**config.mk**
```make
export PLATFORM = sky130hd
export DESIGN_NAME = mem_arbiter
export DESIGN_NICKNAME = d
export VERILOG_FILES = /design/src/rtl/mem_arbiter.sv
export SDC_FILE = /design/constraint.sdc
export NUM_CORES = 1
export LEC_CHECK = 0
export ABC_AREA = 1
export BUFFER_PORTS_ARGS = -buffer_cell sky130_fd_sc_hd__buf_2
export CORE_AREA = 2 2 101 103
export CTS_BUF_LIST = sky130_fd_sc_hd__clkbuf_8
export CTS_CLUSTER_DIAMETER = 200
export DETAILED_ROUTE_END_ITERATION = 8
export DIE_AREA = 0 0 103 105
export GPL_TIMING_DRIVEN = 0
export HOLD_SLACK_MARGIN = 0.05
export PLACE_DENSITY = 0.69
export REMOVE_ABC_BUFFERS = 1
export SYNTH_ARGS = -nofsm -noshare
export SYNTH_HDL_FRONTEND = slang
export SYNTH_SLANG_ARGS = --single-unit
```
**constraint.sdc**
```tcl
create_clock -name clk -period 1.1 [get_ports clk]
set_input_delay 0.33 -clock clk [delete_from_list [all_inputs] [get_ports clk]]
set_output_delay 0.33 -clock clk [all_outputs]
set_load 0.05 [all_outputs]
```
**src/rtl/mem_arbiter.sv**
```systemverilog
// Two-port (fetch / load-store) arbiter onto a 1024x32 single-port RAM; request in N, RAM driven N+1, response N+2.
// Losing port sees ready low and must hold its request; responses cannot be stalled.
module mem_arbiter #(
    parameter int ADDR_W = 10,
    parameter bit RR     = 1'b1
) (
    input  logic              clk,
    input  logic              rst_n,

    input  logic              i_valid,
    input  logic [31:0]       i_addr,
    output logic              i_ready,
    output logic              i_rvalid,
    output logic [31:0]       i_rdata,
    output logic              i_err,

    input  logic              d_valid,
    input  logic [31:0]       d_addr,
    input  logic              d_we,
    input  logic [31:0]       d_wdata,
    input  logic [3:0]        d_wstrb,
    output logic              d_ready,
    output logic              d_rvalid,
    output logic [31:0]       d_rdata,
    output logic              d_err,

    output logic              m_we,
    output logic [ADDR_W-1:0] m_addr,
    output logic [31:0]       m_din,
    output logic [3:0]        m_wstrb,
    input  logic [31:0]       m_dout
);

    localparam logic PORT_I = 1'b0;
    localparam logic PORT_D = 1'b1;

    logic              run_q, run_d;
    logic              prio_d_q, prio_d_d;
    logic              m_we_q, m_we_d;
    logic [ADDR_W-1:0] m_addr_q, m_addr_d;
    logic [31:0]       m_din_q, m_din_d;
    logic [3:0]        m_wstrb_q, m_wstrb_d;
    logic              s1_vld_q, s1_vld_d;
    logic              s1_port_q, s1_port_d;
    logic              s1_err_q, s1_err_d;
    logic              s2_vld_q, s2_vld_d;
    logic              s2_port_q, s2_port_d;
    logic              s2_err_q, s2_err_d;

    logic              i_inr;
    logic              d_inr;
    logic              i_gnt;
    logic              d_gnt;
    logic              unused_addr_lsbs;

    assign i_inr = (i_addr[31:ADDR_W+2] == '0);
    assign d_inr = (d_addr[31:ADDR_W+2] == '0);
    assign unused_addr_lsbs = ^{i_addr[1:0], d_addr[1:0]};

    // run_q holds grants off until the first full clock cycle after reset release.
    always_comb begin : arb
        i_gnt = 1'b0;
        d_gnt = 1'b0;
        if (run_q) begin
            if (RR) begin
                d_gnt = d_valid & (~i_valid | prio_d_q);
            end else begin
                d_gnt = d_valid;
            end
            i_gnt = i_valid & ~d_gnt;
        end
    end

    always_comb begin : nxt
        run_d     = 1'b1;
        prio_d_d  = prio_d_q;
        m_we_d    = 1'b0;
        m_addr_d  = m_addr_q;
        m_din_d   = m_din_q;
        m_wstrb_d = m_wstrb_q;
        s1_vld_d  = i_gnt | d_gnt;
        s1_port_d = d_gnt ? PORT_D : PORT_I;
        s1_err_d  = d_gnt ? ~d_inr : ~i_inr;
        s2_vld_d  = s1_vld_q;
        s2_port_d = s1_port_q;
        s2_err_d  = s1_err_q;
        if (i_gnt) begin
            m_addr_d = i_addr[ADDR_W+1:2];
            prio_d_d = 1'b1;
        end
        if (d_gnt) begin
            m_addr_d  = d_addr[ADDR_W+1:2];
            m_din_d   = d_wdata;
            m_wstrb_d = d_wstrb;
            m_we_d    = d_we & d_inr;
            prio_d_d  = 1'b0;
        end
    end

    // Async reset also kills an in-flight write strobe before the next RAM edge.
    always_ff @(posedge clk or negedge rst_n) begin
        if (!rst_n) begin
            run_q     <= 1'b0;
            prio_d_q  <= 1'b0;
            m_we_q    <= 1'b0;
            m_addr_q  <= '0;
            m_din_q   <= '0;
            m_wstrb_q <= '0;
            s1_vld_q  <= 1'b0;
            s1_port_q <= PORT_I;
            s1_err_q  <= 1'b0;
            s2_vld_q  <= 1'b0;
            s2_port_q <= PORT_I;
            s2_err_q  <= 1'b0;
        end else begin
            run_q     <= run_d;
            prio_d_q  <= prio_d_d;
            m_we_q    <= m_we_d;
            m_addr_q  <= m_addr_d;
            m_din_q   <= m_din_d;
            m_wstrb_q <= m_wstrb_d;
            s1_vld_q  <= s1_vld_d;
            s1_port_q <= s1_port_d;
            s1_err_q  <= s1_err_d;
            s2_vld_q  <= s2_vld_d;
            s2_port_q <= s2_port_d;
            s2_err_q  <= s2_err_d;
        end
    end

    assign i_ready  = i_gnt;
    assign d_ready  = d_gnt;

    assign m_we     = m_we_q;
    assign m_addr   = m_addr_q;
    assign m_din    = m_din_q;
    assign m_wstrb  = m_wstrb_q;

    // RAM output is already the post-write word for stores, so both response kinds read m_dout.
    assign i_rvalid = s2_vld_q & (s2_port_q == PORT_I);
    assign d_rvalid = s2_vld_q & (s2_port_q == PORT_D);
    assign i_err    = i_rvalid & s2_err_q;
    assign d_err    = d_rvalid & s2_err_q;
    assign i_rdata  = (i_rvalid && !s2_err_q) ? m_dout : 32'h0;
    assign d_rdata  = (d_rvalid && !s2_err_q) ? m_dout : 32'h0;

    a_one_grant: assert property (@(posedge clk) disable iff (!rst_n) !(i_ready && d_ready));
    a_one_resp:  assert property (@(posedge clk) disable iff (!rst_n) !(i_rvalid && d_rvalid));

endmodule

```
# --- Yosys cells after proc, flatten, opt, wreduce, memory -nomap -nowiden ---
# Index checks and enable logic that the tools add are counted.
totals:
  ff_bits: 55
  in_bits: 137
  word_cells: 44
op_classes:
  n_mux: 12
  n_bitwise: 14
  n_reduce_logical: 6
op_table:
  columns: ["cell", "n"]
  rows:
  - ["$mux W32", 2]
  - ["$logic_not A20 Y1", 2]
  - ["$mux W10", 2]
  - ["$mux W1", 8]
  - ["$and A1 B1 Y1", 7]
  - ["$not A1 Y1", 5]
  - ["$logic_and A1 B1 Y1", 2]
  - ["$or A1 B1 Y1", 2]
  - ["$reduce_bool A2 Y1", 1]
  - ["$logic_not A1 Y1", 1]

# --- Logic depth before layout (Yosys ltp) ---
depth:
  depth_word: 9
  mapped_depth: 9

# --- Worst setup path after synthesis ---
# OpenSTA, ideal clock, no wires.
synth_path:
  path_type: "reg-to-output"
  start: "register s2_port_q"
  end: "output i_rdata[10]"
  t_arrival_ns: 2.178
  required_ns: 0.770
  path_slack_ns: -1.408
  path_stages_with_launch: 5
  n_path_buf: 1
  path_cell_list: "dfrtp_1 -> nor2_1 -> nand2_1 -> buf_2 -> nor2_1"
synth_via:
  elab_chain_len: 4
synth_rtl:
  columns: ["item", "line", "source"]
  rows:
  - ["start, declared", "47", "logic s2_port_q, s2_port_d;"]
  - ["start signal, assigned", "126", "s2_port_q <= s2_port_d;"]
  - ["$not A1 Y1", "140", "assign i_rvalid = s2_vld_q & (s2_port_q == PORT_I);"]
  - ["$and A1 B1 Y1", "140", null]
  - ["named net i_rvalid", "13", "output logic i_rvalid,"]
  - ["$logic_and A1 B1 Y1", "144", "assign i_rdata = (i_rvalid && !s2_err_q) ? m_dout : 32'h0;"]
  - ["$mux W32", "144", null]
  - ["end, declared", "14", "output logic [31:0] i_rdata,"]
# The timed path passes the listed nets, and every way through them passes these cells.

# --- Final worst setup path ---
layout_path:
  start: "register s2_port_q"
  end: "output i_rdata[6]"
layout_via:
  elab_chain_len: 4
layout_rtl:
  columns: ["item", "line"]
  rows:
  - ["$not A1 Y1", "140"]
  - ["$and A1 B1 Y1", "140"]
  - ["$logic_and A1 B1 Y1", "144"]
  - ["$mux W32", "144"]
# Every way passes these cells.

==> flow_metrics.py <==
metrics = {
    "critical_path": {
        "crit_family": "simple AND/OR/NAND/NOR gates",
        "cpPeakStageDelay_ns": 0.44,
        "critical_path_depth": 5,
        "critical_path_buf_inv_count": 2,
        "endpoint": "i_rdata[6]",
        "rr_worst_depth": 11,
        "r2r-start": "prio_d_q$_DFFE_PN0P_",
        "critical_path_class": "reg -> out",
        "crit_slowest_cell": "dfrtp_1",
        "crit_path_start": "s2_port_q$_DFF_PN0_",
        "r2r-end": "m_addr[1]$_DFFE_PN0P_",
        "arrival_ns": 1.57,
        "crit_path_max_fanout": 8,
        "path_cells": "nor2_4 -> buf_4 -> nand2_8 -> nor2_2 -> buf_6",
        "start_kind": "flop",
        "reg2reg_slack_ns": -0.40,
        "end_kind": "primary output",
        "required_ns": 0.77,
    },
    "timing": {
        "skew_ns": 0.0140,
        "period_needed_ns": 1.90,
        "relSlewSlack_pct": 52.7,
        "finalCritPeriodShare_pct": 173,
        "maxSlewViolCount": 0,
        "setup-violations-final": 168,
        "setup_ws_ns": -0.800,
        "fmaxAchievable_ghz": 0.526,
        "worstMarginPinSlew_ns": 0.710,
        "hold_viol": 0,
        "grt_setup_unrepaired": "true",
    },
    "cells_and_area": {
        "final_nets": 876,
        "drive_gt1_share_pct": 62.0,
        "area_growth_pct": 130,
        "layout_commonest_cell": "buf_2",
        "final_cells": 883,
        "regArea_um2": 1380,
        "final_cell_mix": "132 x buf_2, 122 x nand2_1, 107 x buf_6",
        "final.fill_count": 702,
        "multi_input_area_um2": 1900,
    },
    "synth": {
        "ys_types": 17,
        "netlist_area_um2": 2850,
        "ys_seq_area_share_pct": 48.3,
        "avgSynthCellArea_um2": 6.65,
        "syn_inst": 429,
        "synth-warning-count": 0,
        "synth.ff_latch_count": 55,
    },
    "die": {
        "start_util_pct": 29.6,
        "dieWidth_um": 103,
        "dieArea_um2": 10800,
        "core_area_um2": 9640,
        "rows": 36,
        "io_pins": 254,
        "chipHeight_um": 105,
    },
    "drt": {
        "routed_wirelength_mm": 15.7,
        "viasPerCell": 4.62,
        "via_count": 4082,
        "antenna_left": 0,
        "dr.pass1.iters": 4,
        "wl_per_cell_um": 17.8,
        "drc": 0,
        "first_iter_violations": 92,
    },
    "place": {
        "dp.cells": 794,
        "hpwl_mm": 8.07,
        "pre_cts_slack_ns": -2.04,
        "numPortBuffers": 249,
        "gp_congestion": 0.817,
    },
    "clock_tree": {
        "clk_path_buf_depth": 2,
        "cts_buffers": 5,
        "cts.sinks": 55,
        "clk_latency_ns": 0.32,
        "cts.clk_slew.worst_paths_ns": 0.13,
        "cts_max_level": 2,
        "root_buffer": "clkbuf_8",
        "cts_tree": "done",
    },
    "global_route": {
        "grt_overflow": 0,
        "grt_max_degree": 56,
        "gr-usage-all-layers_pct": 25.9,
        "first_global_vias": 3905,
        "antenna_found_initial": 11,
        "grt_pass1_wl_mm": 21.2,
    },
    "pwr": {
        "fin_total_pwr_mw": 7.60,
        "ir_worst_vdd_uv": 903,
        "p_per_area_nw_per_um2": 1160,
        "p_leak_nw": 3.56,
    },
    "worst_hold_path": {
        "worstHoldPathType": "in -> async",
    },
    "run_status": {
        "violations": "negative setup slack",
        "outcome": "complete, but fails checks",
    },
    "job": {
        "maxCapViolCount": 0,
    },
}
==> per-layer routing <==
layer / GRT usage (%) / up-vias / part of all wire (%)
li1: - / 1876 / -
met1: 28.9 / 1950 / 36
met2: 45.1 / 218 / 52
met3: 7.29 / 36 / 8.0
met4: 10.8 / 2 / 3.6
met5: 0 / - / 0.083
==> power breakdown <==
part	total [mW]	internal (mW)	switching, mW
Combinational	3.72	1.43	2.29
Sequential	2.63	2.36	0.268
Clock	1.26	0.486	0.776
Total	7.60	4.27	3.33
==> metrics by stage <==
step,area (µm²),utilization [%],setup TNS (ns),hold slack (ns)
floorplan,2750,-,-146.61,0.0344
global placement,4160,43.1,-149.28,0.332
detailed placement,4160,43.1,-155.45,0.337
CTS,5780,60.0,-68.02,0.0706
global route,6560,68.0,-78.62,0.0842
finish,6560,68.1,-70.73,0.0487
==> cell type report <==
| class | instances | share of cell area, % |
|---|---|---|
| Tap cell | 133 | 2.54 |
| Timing Repair Buffer | 304 | 39.4 |
| Antenna cell | 10 | 0.381 |
| Timing Repair inverter | 7 | 1.43 |
| Sequential cell | 55 | 21.0 |
| Inverter | 74 | 4.79 |
| Clock inverter | 3 | 0.515 |
| Multi-Input combinational cell | 292 | 28.9 |
| Clock buffer | 5 | 1.05 |
==> synth_stat cells <==
master	instances	area [µm²]
and2_1	1	6.26
conb_1	1	3.75
inv_1	72	270
nand3_2	1	10.0
inv_2	2	7.51
buf_6	3	33.8
nor2_1	93	349
nand3_1	2	10.0
buf_2	9	45.0
o21ai_0	10	50.1
nor3_1	1	5.00
a21oi_1	2	10.0
buf_4	2	15.0
nand2_1	171	642
clkbuf_1	3	11.3
dfrtp_1	55	1380
and2_0	1	6.26
==> flip-flops by register name (all words and copies together) (netlist names) <==
signal,cells
m_din,32
m_addr,10
m_wstrb,4
m_we,1
prio_d_q,1
run_q,1
s1_err_q,1
s1_port_q,1
s1_vld_q,1
s2_err_q,1
s2_port_q,1
s2_vld_q,1
==> kinds of logic (layout without fill, tap and decap cells) <==
| kind of cell | Yosys count | after routing | synth area share, % |
|---|---|---|---|
| flip-flops | 55 | 55 | 48.3 |
| AND/OR/NAND/NOR | 270 | 279 | 36.1 |
| other | 1 | 11 | 0.132 |
| buffers and inverters | 91 | 393 | 13.4 |
| AO/OA/AOI/OAI | 12 | 12 | 2.11 |
==> how the worst min path moves through the flow <==
stage	endpoint	slack, ns	cells after the start
final	m_din[13]$_DFFE_PN0P_	0.05	1
after global routing	m_din[26]$_DFFE_PN0P_	0.08	1
after CTS	m_din[19]$_DFFE_PN0P_	0.07	1
after detailed placement	s2_vld_q$_DFF_PN0_	0.34	0
after global placement	s2_port_q$_DFF_PN0_	0.33	0
after floorplan	m_addr[0]$_DFFE_PN0P_	0.03	0
==> repair_timing <==
item | CTS | global route
gates resized for setup | 355 | 154
hold buffers | 0 | 0
cloned | 14 | 3
setup buffers | 28 | 33
endpoints found under the setup margin | 205 | 168
pin swaps | 22 | 16
(Power assumes the default switching activity.)
